## config.mk

```make
export PLATFORM = sky130hd
export DESIGN_NAME = t02_wishbone_arbiter
export DESIGN_NICKNAME = d
export VERILOG_FILES = /design/src/rtl/t02_wishbone_arbiter.sv
export SDC_FILE = /design/constraint.sdc
export NUM_CORES = 1
export LEC_CHECK = 0
export CAP_MARGIN = 20
export CORE_MARGIN = 1.5
export CORE_UTILIZATION = 38
export CTS_CLUSTER_DIAMETER = 150
export DETAILED_ROUTE_END_ITERATION = 16
export PLACE_DENSITY = 0.8
export SLEW_MARGIN = 40
export SYNTH_ARGS = -nofsm -noshare
export SYNTH_HDL_FRONTEND = slang
export SYNTH_SLANG_ARGS = --single-unit
```

## constraint.sdc

```tcl
create_clock -name clk -period 2.5 [get_ports clk]
set_input_delay 0.625 -clock clk [delete_from_list [all_inputs] [get_ports clk]]
set_output_delay 0.625 -clock clk [all_outputs]
set_load 0.1 [all_outputs]
```

## src/rtl/t02_wishbone_arbiter.sv

```systemverilog
// t02_wishbone_arbiter
//   Round-robin arbiter and classic Wishbone single-cycle bus manager.
//   NUM_CH requestors raise level read/write requests. One channel is granted
//   at a time, and its address, data and select are latched onto the bus.
//   A single Wishbone read or write is run. The granted channel then gets a
//   one-cycle done pulse, and read data is returned on the shared ch_dat_o.
//
// Ports
//   clk, rst      : clock, synchronous active-high reset
//   en            : chip enable, low blocks new grants only
//   ch_re_i/we_i  : per-channel read/write request (level)
//   ch_adr_i/dat_i/sel_i : per-channel address/write data/byte selects (packed)
//   ch_dat_o      : last read data (shared)
//   ch_busy_o     : request pending and not completing this cycle
//   ch_done_o     : one-cycle completion pulse
//   ch_err_o      : one-cycle timeout pulse (coincident with done)
//   ADR_O/DAT_O/SEL_O/WE_O/STB_O/CYC_O, DAT_I/ACK_I : Wishbone master side
//
// Optional feature: define T02_WB_TIMEOUT_EN to abort a bus cycle after
// TIMEOUT cycles without ACK. Without it the manager waits forever for ACK.
module t02_wishbone_arbiter #(
    parameter int NUM_CH  = 2,
    parameter int ADDR_W  = 32,
    parameter int DATA_W  = 32,
    parameter int TIMEOUT = 255
) (
    input  logic                             clk,
    input  logic                             rst,
    input  logic                             en,
    input  logic [NUM_CH-1:0]                ch_re_i,
    input  logic [NUM_CH-1:0]                ch_we_i,
    input  logic [NUM_CH*ADDR_W-1:0]         ch_adr_i,
    input  logic [NUM_CH*DATA_W-1:0]         ch_dat_i,
    input  logic [NUM_CH*(DATA_W/8)-1:0]     ch_sel_i,
    output logic [DATA_W-1:0]                ch_dat_o,
    output logic [NUM_CH-1:0]                ch_busy_o,
    output logic [NUM_CH-1:0]                ch_done_o,
    output logic [NUM_CH-1:0]                ch_err_o,
    output logic [ADDR_W-1:0]                ADR_O,
    output logic [DATA_W-1:0]                DAT_O,
    output logic [DATA_W/8-1:0]              SEL_O,
    output logic                             WE_O,
    output logic                             STB_O,
    output logic                             CYC_O,
    input  logic [DATA_W-1:0]                DAT_I,
    input  logic                             ACK_I
);

    localparam int          SEL_W = DATA_W / 8;
    localparam int          CH_W  = (NUM_CH > 1) ? $clog2(NUM_CH) : 1;
    localparam int unsigned N     = NUM_CH;

    localparam logic [1:0] IDLE = 2'd0;
    localparam logic [1:0] BUS  = 2'd1;
    localparam logic [1:0] DONE = 2'd2;

    if (NUM_CH < 1 || NUM_CH > 8 || TIMEOUT < 1) begin : g_bad_cfg
        $error("t02_wishbone_arbiter: unsupported NUM_CH/TIMEOUT");
    end

    logic [1:0]        state;
    logic [CH_W-1:0]   last_grant;
    logic [CH_W-1:0]   grant;
    logic [NUM_CH-1:0] req;
    logic [CH_W-1:0]   pick;
    logic [CH_W-1:0]   cand;
    logic              any_req;
    logic              timeout_hit;

    assign req       = ch_re_i | ch_we_i;
    assign ch_busy_o = req & ~ch_done_o;

    // Scan from farthest to nearest so the last hit is the first requesting
    // channel strictly after last_grant (modulo NUM_CH).
    always_comb begin
        any_req = 1'b0;
        pick    = '0;
        cand    = '0;
        for (int unsigned k = N; k >= 1; k--) begin
            cand = CH_W'((32'(last_grant) + k) % N);
            if (req[cand]) begin
                any_req = 1'b1;
                pick    = cand;
            end
        end
    end

    always_ff @(posedge clk) begin
        if (rst) begin
            state      <= IDLE;
            last_grant <= CH_W'(NUM_CH - 1);
            grant      <= '0;
            ADR_O      <= '0;
            DAT_O      <= '0;
            SEL_O      <= '0;
            WE_O       <= 1'b0;
            STB_O      <= 1'b0;
            CYC_O      <= 1'b0;
            ch_dat_o   <= '0;
            ch_done_o  <= '0;
        end else begin
            ch_done_o <= '0;
            case (state)
                IDLE: begin
                    if (en && any_req) begin
                        grant      <= pick;
                        last_grant <= pick;
                        ADR_O      <= ch_adr_i[pick*ADDR_W +: ADDR_W];
                        DAT_O      <= ch_dat_i[pick*DATA_W +: DATA_W];
                        SEL_O      <= ch_sel_i[pick*SEL_W +: SEL_W];
                        WE_O       <= ch_we_i[pick];
                        STB_O      <= 1'b1;
                        CYC_O      <= 1'b1;
                        state      <= BUS;
                    end
                end
                BUS: begin
                    if (ACK_I || timeout_hit) begin
                        // A timed-out read returns zero instead of bus data.
                        if (!WE_O) begin
                            ch_dat_o <= ACK_I ? DAT_I : '0;
                        end
                        ch_done_o[grant] <= 1'b1;
                        WE_O             <= 1'b0;
                        STB_O            <= 1'b0;
                        CYC_O            <= 1'b0;
                        state            <= DONE;
                    end
                end
                DONE:    state <= IDLE;
                default: state <= IDLE;
            endcase
        end
    end

`ifdef T02_WB_TIMEOUT_EN
    localparam int CNT_W = ($clog2(TIMEOUT + 1) > 8) ? $clog2(TIMEOUT + 1) : 8;

    logic [CNT_W-1:0] to_cnt;

    // to_cnt holds the number of BUS cycles already spent without ACK, so the
    // TIMEOUT-th such cycle is the one where it equals TIMEOUT-1.
    assign timeout_hit = (state == BUS) && (to_cnt == CNT_W'(TIMEOUT - 1));

    always_ff @(posedge clk) begin
        if (rst) begin
            to_cnt   <= '0;
            ch_err_o <= '0;
        end else begin
            ch_err_o <= '0;
            if (state != BUS) begin
                to_cnt <= '0;
            end else if (!ACK_I) begin
                to_cnt <= to_cnt + 1'b1;
                if (timeout_hit) begin
                    ch_err_o[grant] <= 1'b1;
                end
            end
        end
    end
`else
    assign timeout_hit = 1'b0;
    assign ch_err_o    = '0;
`endif

endmodule
```

== Word-level counts from Yosys, hierarchy flattened ==
Index checks and enable logic that the tools add are counted.

* $add $sub $neg: 2
* Order comparisons: 5
* Equal/unequal tests: 3
* Shift operators: 3
* Mux-type cells: 20
* Bitwise gates (word level): 6
* Reduce and logical (&&, ||, !) cells: 9

{| class="wikitable"
|+ Operators by type and width
! kind !! number
|-
| 64-bit by 7-bit indexed part select with 32-bit output || 2
|-
| 1-bit two-way mux || 14
|-
| 1-bit by 2-bit < comparator with 1-bit output (second input constant) || 4
|-
| 8-bit by 4-bit indexed part select with 4-bit output || 1
|-
| 3-bit AND reduction || 2
|-
| 2-bit two-way mux || 2
|-
| 2-bit inequality test (second input constant) || 2
|-
| 1-bit one-hot mux with 2 select lines || 2
|-
| 2-bit one-hot mux with 2 select lines || 1
|-
| 2-bit AND reduction || 2
|-
| 1-bit NOT || 3
|-
| 3-bit OR reduction || 1
|-
| 1-bit adder (second input constant) || 2
|-
| 2-bit bitwise AND || 1
|-
| 2-bit by 1-bit equality test with 1-bit output (second input constant) || 1
|-
| 1-bit logical AND || 2
|-
| 2-bit logical NOT || 1
|-
| 2-bit NOT || 1
|-
| 2-bit bitwise OR || 1
|-
| 2-bit nonzero test || 1
|-
| 1-bit demux with 1-bit select || 1
|-
| 1-bit >= comparator (second input constant) || 1
|}

* Register bits after elaboration: 108
* Bits of input ports: 176
* Output and inout bits: 109
* Word-level logic and storage cells: 58

== Logic depth before layout (Yosys ltp) ==
* Depth after elaboration: 9
* Depth in mapped cells: 7
* Gate-level depth less buffers: 3

== Worst setup path after synthesis ==
No wires, ideal clock.

* Path kind: input port to output port
* Start: input ch_re_i[1]
* End: output ch_busy_o[1]
* Arrival: 2.137 ns
* Required time: 1.875 ns
* Setup slack: -0.262 ns
* Cell stages on the path: 3
* Buffers on the path: 1
* Path through: nor2_1 -> clkbuf_1 -> nor2_1

* Cells in the longest elaborated chain, start to end: 2

{| class="wikitable"
|+ RTL lines
! what !! RTL line !! RTL
|-
| from (decl) || 30 || <nowiki>input logic [NUM_CH-1:0] ch_re_i,</nowiki>
|-
| 2-bit bitwise OR || 70 || <nowiki>assign req = ch_re_i | ch_we_i;</nowiki>
|-
| 2-bit bitwise AND || 71 || <nowiki>assign ch_busy_o = req & ~ch_done_o;</nowiki>
|-
| to (decl) || 36 || <nowiki>output logic [NUM_CH-1:0] ch_busy_o,</nowiki>
|}

No other way between the ends.

== Worst setup path in the final report ==
* Start: input ch_we_i[0]
* End: output ch_busy_o[0]

* Cells in the longest elaborated chain, start to end: 2

{| class="wikitable"
|+ RTL lines
! what !! RTL line !! RTL
|-
| from (decl) || 31 || <nowiki>input logic [NUM_CH-1:0] ch_we_i,</nowiki>
|-
| 2-bit bitwise OR || 70 ||
|-
| 2-bit bitwise AND || 71 ||
|}

No other way between the ends.

==> summary.txt <==
Setup crit start kind = input pin
dominant cell type by area after synthesis = dfxtp_1
Tightest Pin Transition = 0.6044 ns
clk_lat worst skew = 0.34 ns
P_sw = 2237 uW
routability congestion estimate from global placement = 0.8311
Post-synth top cells = dfxtp_1, a21oi_1, nand3_1
nets = 1003
DP Wirelength = 12490 um
clk root buf = clkbuf_16
dpl ws = -0.05613 ns
origin of the worst min-delay path = ch_dat_o[18]
Max-slew headroom = 59.70%
total die area = 13640 um2
reg2reg end = DAT_O[16]
Rows = 41
crit path capture type = primary output
Slew Viols, Final = 0
post-CTS setup buffers = 0
internal power = 3292 uW
antenna viol nets, final = 0
Routed WL = 17620 um
clock group share of total power = 25.8%
largest net degree at the start of global routing = 69
initial antenna violation count = 0
maxcap violations = 0
Initial Util = 38.97%
clock transition at the registers of the reported paths = 0.06 ns
vias in the first global route = 5430
ys flop type = dfxtp_1
EDFF count, synth = 0
hold_buf cts = 0
Synth top area share = 43.96%
Highest Clock Rate = 0.4306 GHz
status = completed
post-synthesis cell area = 4918 um2
Die Y = 116.8 um
CTS resizes = 0
DRC = 0
Max Buffers Root-to-Sink = 2
Synth area leaders = dfxtp_1, a21oi_1, a311oi_2
# H-tree levels = 3
Hold Path Class = reg -> reg
gate count of the mapped netlist = 587
die width = 116.8 um
period utilisation layout = 92.89%
final setup margin = 0.1778 ns
critical path required time = 1.88 ns
crit path time final = 2.322 ns
CTS sink count = 108
RSZ-0062 raised after global routing = false
CTS tree = done
critical path class = in -> out
Final Setup Violations = 0
first-pass GRT wire length = 26430 um
combinational power share = 39.0%
Post-synth ARST share = 0%
Seq/Total Area, Yosys = 43.96%
count of boundary I/O pins = 285
critical path fanouts, max = 5
R2R depth = 5
Hold EP = ch_dat_o[18]
IO buf count = 282
cell with the most instances after synthesis = dfxtp_1
via count = 5621
Power Dens Cells = 692.2 nW/um2
vias per inst = 5.599
VDD IR max = 0.3502 mV
Reg power frac = 35.2%
switching share of power = 40.46%
hold path depth = 2
WL per Instance = 17.55 um
yosys synthesis warning count = 0
Total GRT Usage = 24.38%
Mean Syn Cell Area = 8.379 um2
setup TNS = 0 ns
GRT overflow = 0
flops & latches, synth = 108
r2r startpoint = state[1]
Antenna Cells = 0
Pleak = 0.002954 uW
Reg2Reg Setup Slack = 0.88 ns
CORE AREA = 12620 um2
Arrival @ worst endpoint = 1.70 ns
Worst Clk Skew = 0.007246 ns
cts bufs inserted = 9
layout cells sized above 1 = 22.60%
Fill cells = 1065
Area growth, synth to finish = 62.40%
drt first pass iters = 5
final hold violations = 0
First DRT Iteration DRCs = 469
synth unique cells = 34
[power groups by stage]
stage                     clock [uW]  sequential (uW)  combinational (uW)
final                           1430             1950                2150
after global routing            1530             1960                2250
after CTS                       1460             1950                2160
after detailed placement           0             1980                2150
after global placement             0             1980                2120
after floorplan                    0             2920                 542
[final cells by class]
class,count,area [um2],share of cell area [%]
multi-input combinational,403,2475,30.98
timing repair buffer,304,2830,35.43
sequential,108,2162,27.07
clock buffer,9,225.2,2.820
tap,172,215.2,2.694
inverter,1,3.754,0.04699
clock inverter,7,76.32,0.9555
[metal layers]
layer / global-route usage (%) / up-vias / wire, um / part of all wire (%)
met5: 0 / - / 0 / 0
li1: - / 2645 / - / -
met2: 44.87 / 280 / 9014 / 51
met3: 4.995 / 40 / 1492 / 8.5
met1: 27.61 / 2656 / 6644 / 38
met4: 9.558 / 0 / 467 / 2.7
[critical path: stages]
cell and delay (ns):
clkdlybuf4s50_1 0.42, buf_4 0.17, nor2_1 0.23, nor2_2 0.08
buf_12 0.17
[registers in the layout, summed over array words and instances (netlist names)]
name / cells
ADR_O: 32
DAT_O: 32
ch_dat_o: 32
SEL_O: 4
ch_done_o: 2
state: 2
CYC_O: 1
WE_O: 1
grant: 1
last_grant: 1
[placed cells by master, fill, tap and decap left out, types with 2 or more instances in the layout]
master | Yosys | final
o21ai_0 | 68 | 68
buf_12 | 0 | 9
conb_1 | 1 | 2
clkinv_4 | 0 | 2
nor2_2 | 0 | 2
a311oi_2 | 30 | 30
dfxtp_1 | 108 | 108
a21oi_1 | 103 | 103
a311oi_1 | 37 | 37
nor2_1 | 6 | 3
nand2_1 | 66 | 66
clkdlybuf4s50_1 | 0 | 174
buf_4 | 3 | 121
clkinv_2 | 0 | 2
nand3_1 | 69 | 69
clkbuf_16 | 0 | 9
[logic make-up (layout without fill, tap and decap cells)]
group                  after synthesis  in the layout  synth area share, %
other                                1              2              0.07624
AO/OA/AOI/OAI                      245            245                34.29
multiplexers                         1              1               0.2035
buffers and inverters               77            321                6.767
AND/OR/NAND/NOR                    155            155                14.70
flip-flops                         108            108                43.96
[worst max path at each step]
stage,slack [ns],start,cells after the start,to
after detailed placement,-0.06,ch_we_i[0],5,ADR_O[23]
after global routing,0.11,ch_we_i[0],5,ch_busy_o[0]
final,0.18,ch_we_i[0],5,ch_busy_o[0]
after global placement,0.006,ch_we_i[0],5,DAT_O[0]
after floorplan,0.20,ch_re_i[1],3,ch_busy_o[1]
after CTS,0.17,ch_we_i[0],5,ch_busy_o[0]
[stage by stage]
stage	total power (uW)	cell area, um2	utilization, %	hold WS [ns]	instances
6_report	5529	7988	63.30	0.4582	1004
5_1_grt	5743	7988	63.30	0.4714	1004
4_1_cts	5557	7988	63.30	0.4587	1004
3_5_place_dp	4136	7686	60.91	0.4486	988
3_3_place_gp	4105	7686	60.91	0.4448	988
2_1_floorplan	3457	4927	-	0.4061	588
Note: power is estimated with default switching activity, not from simulation.
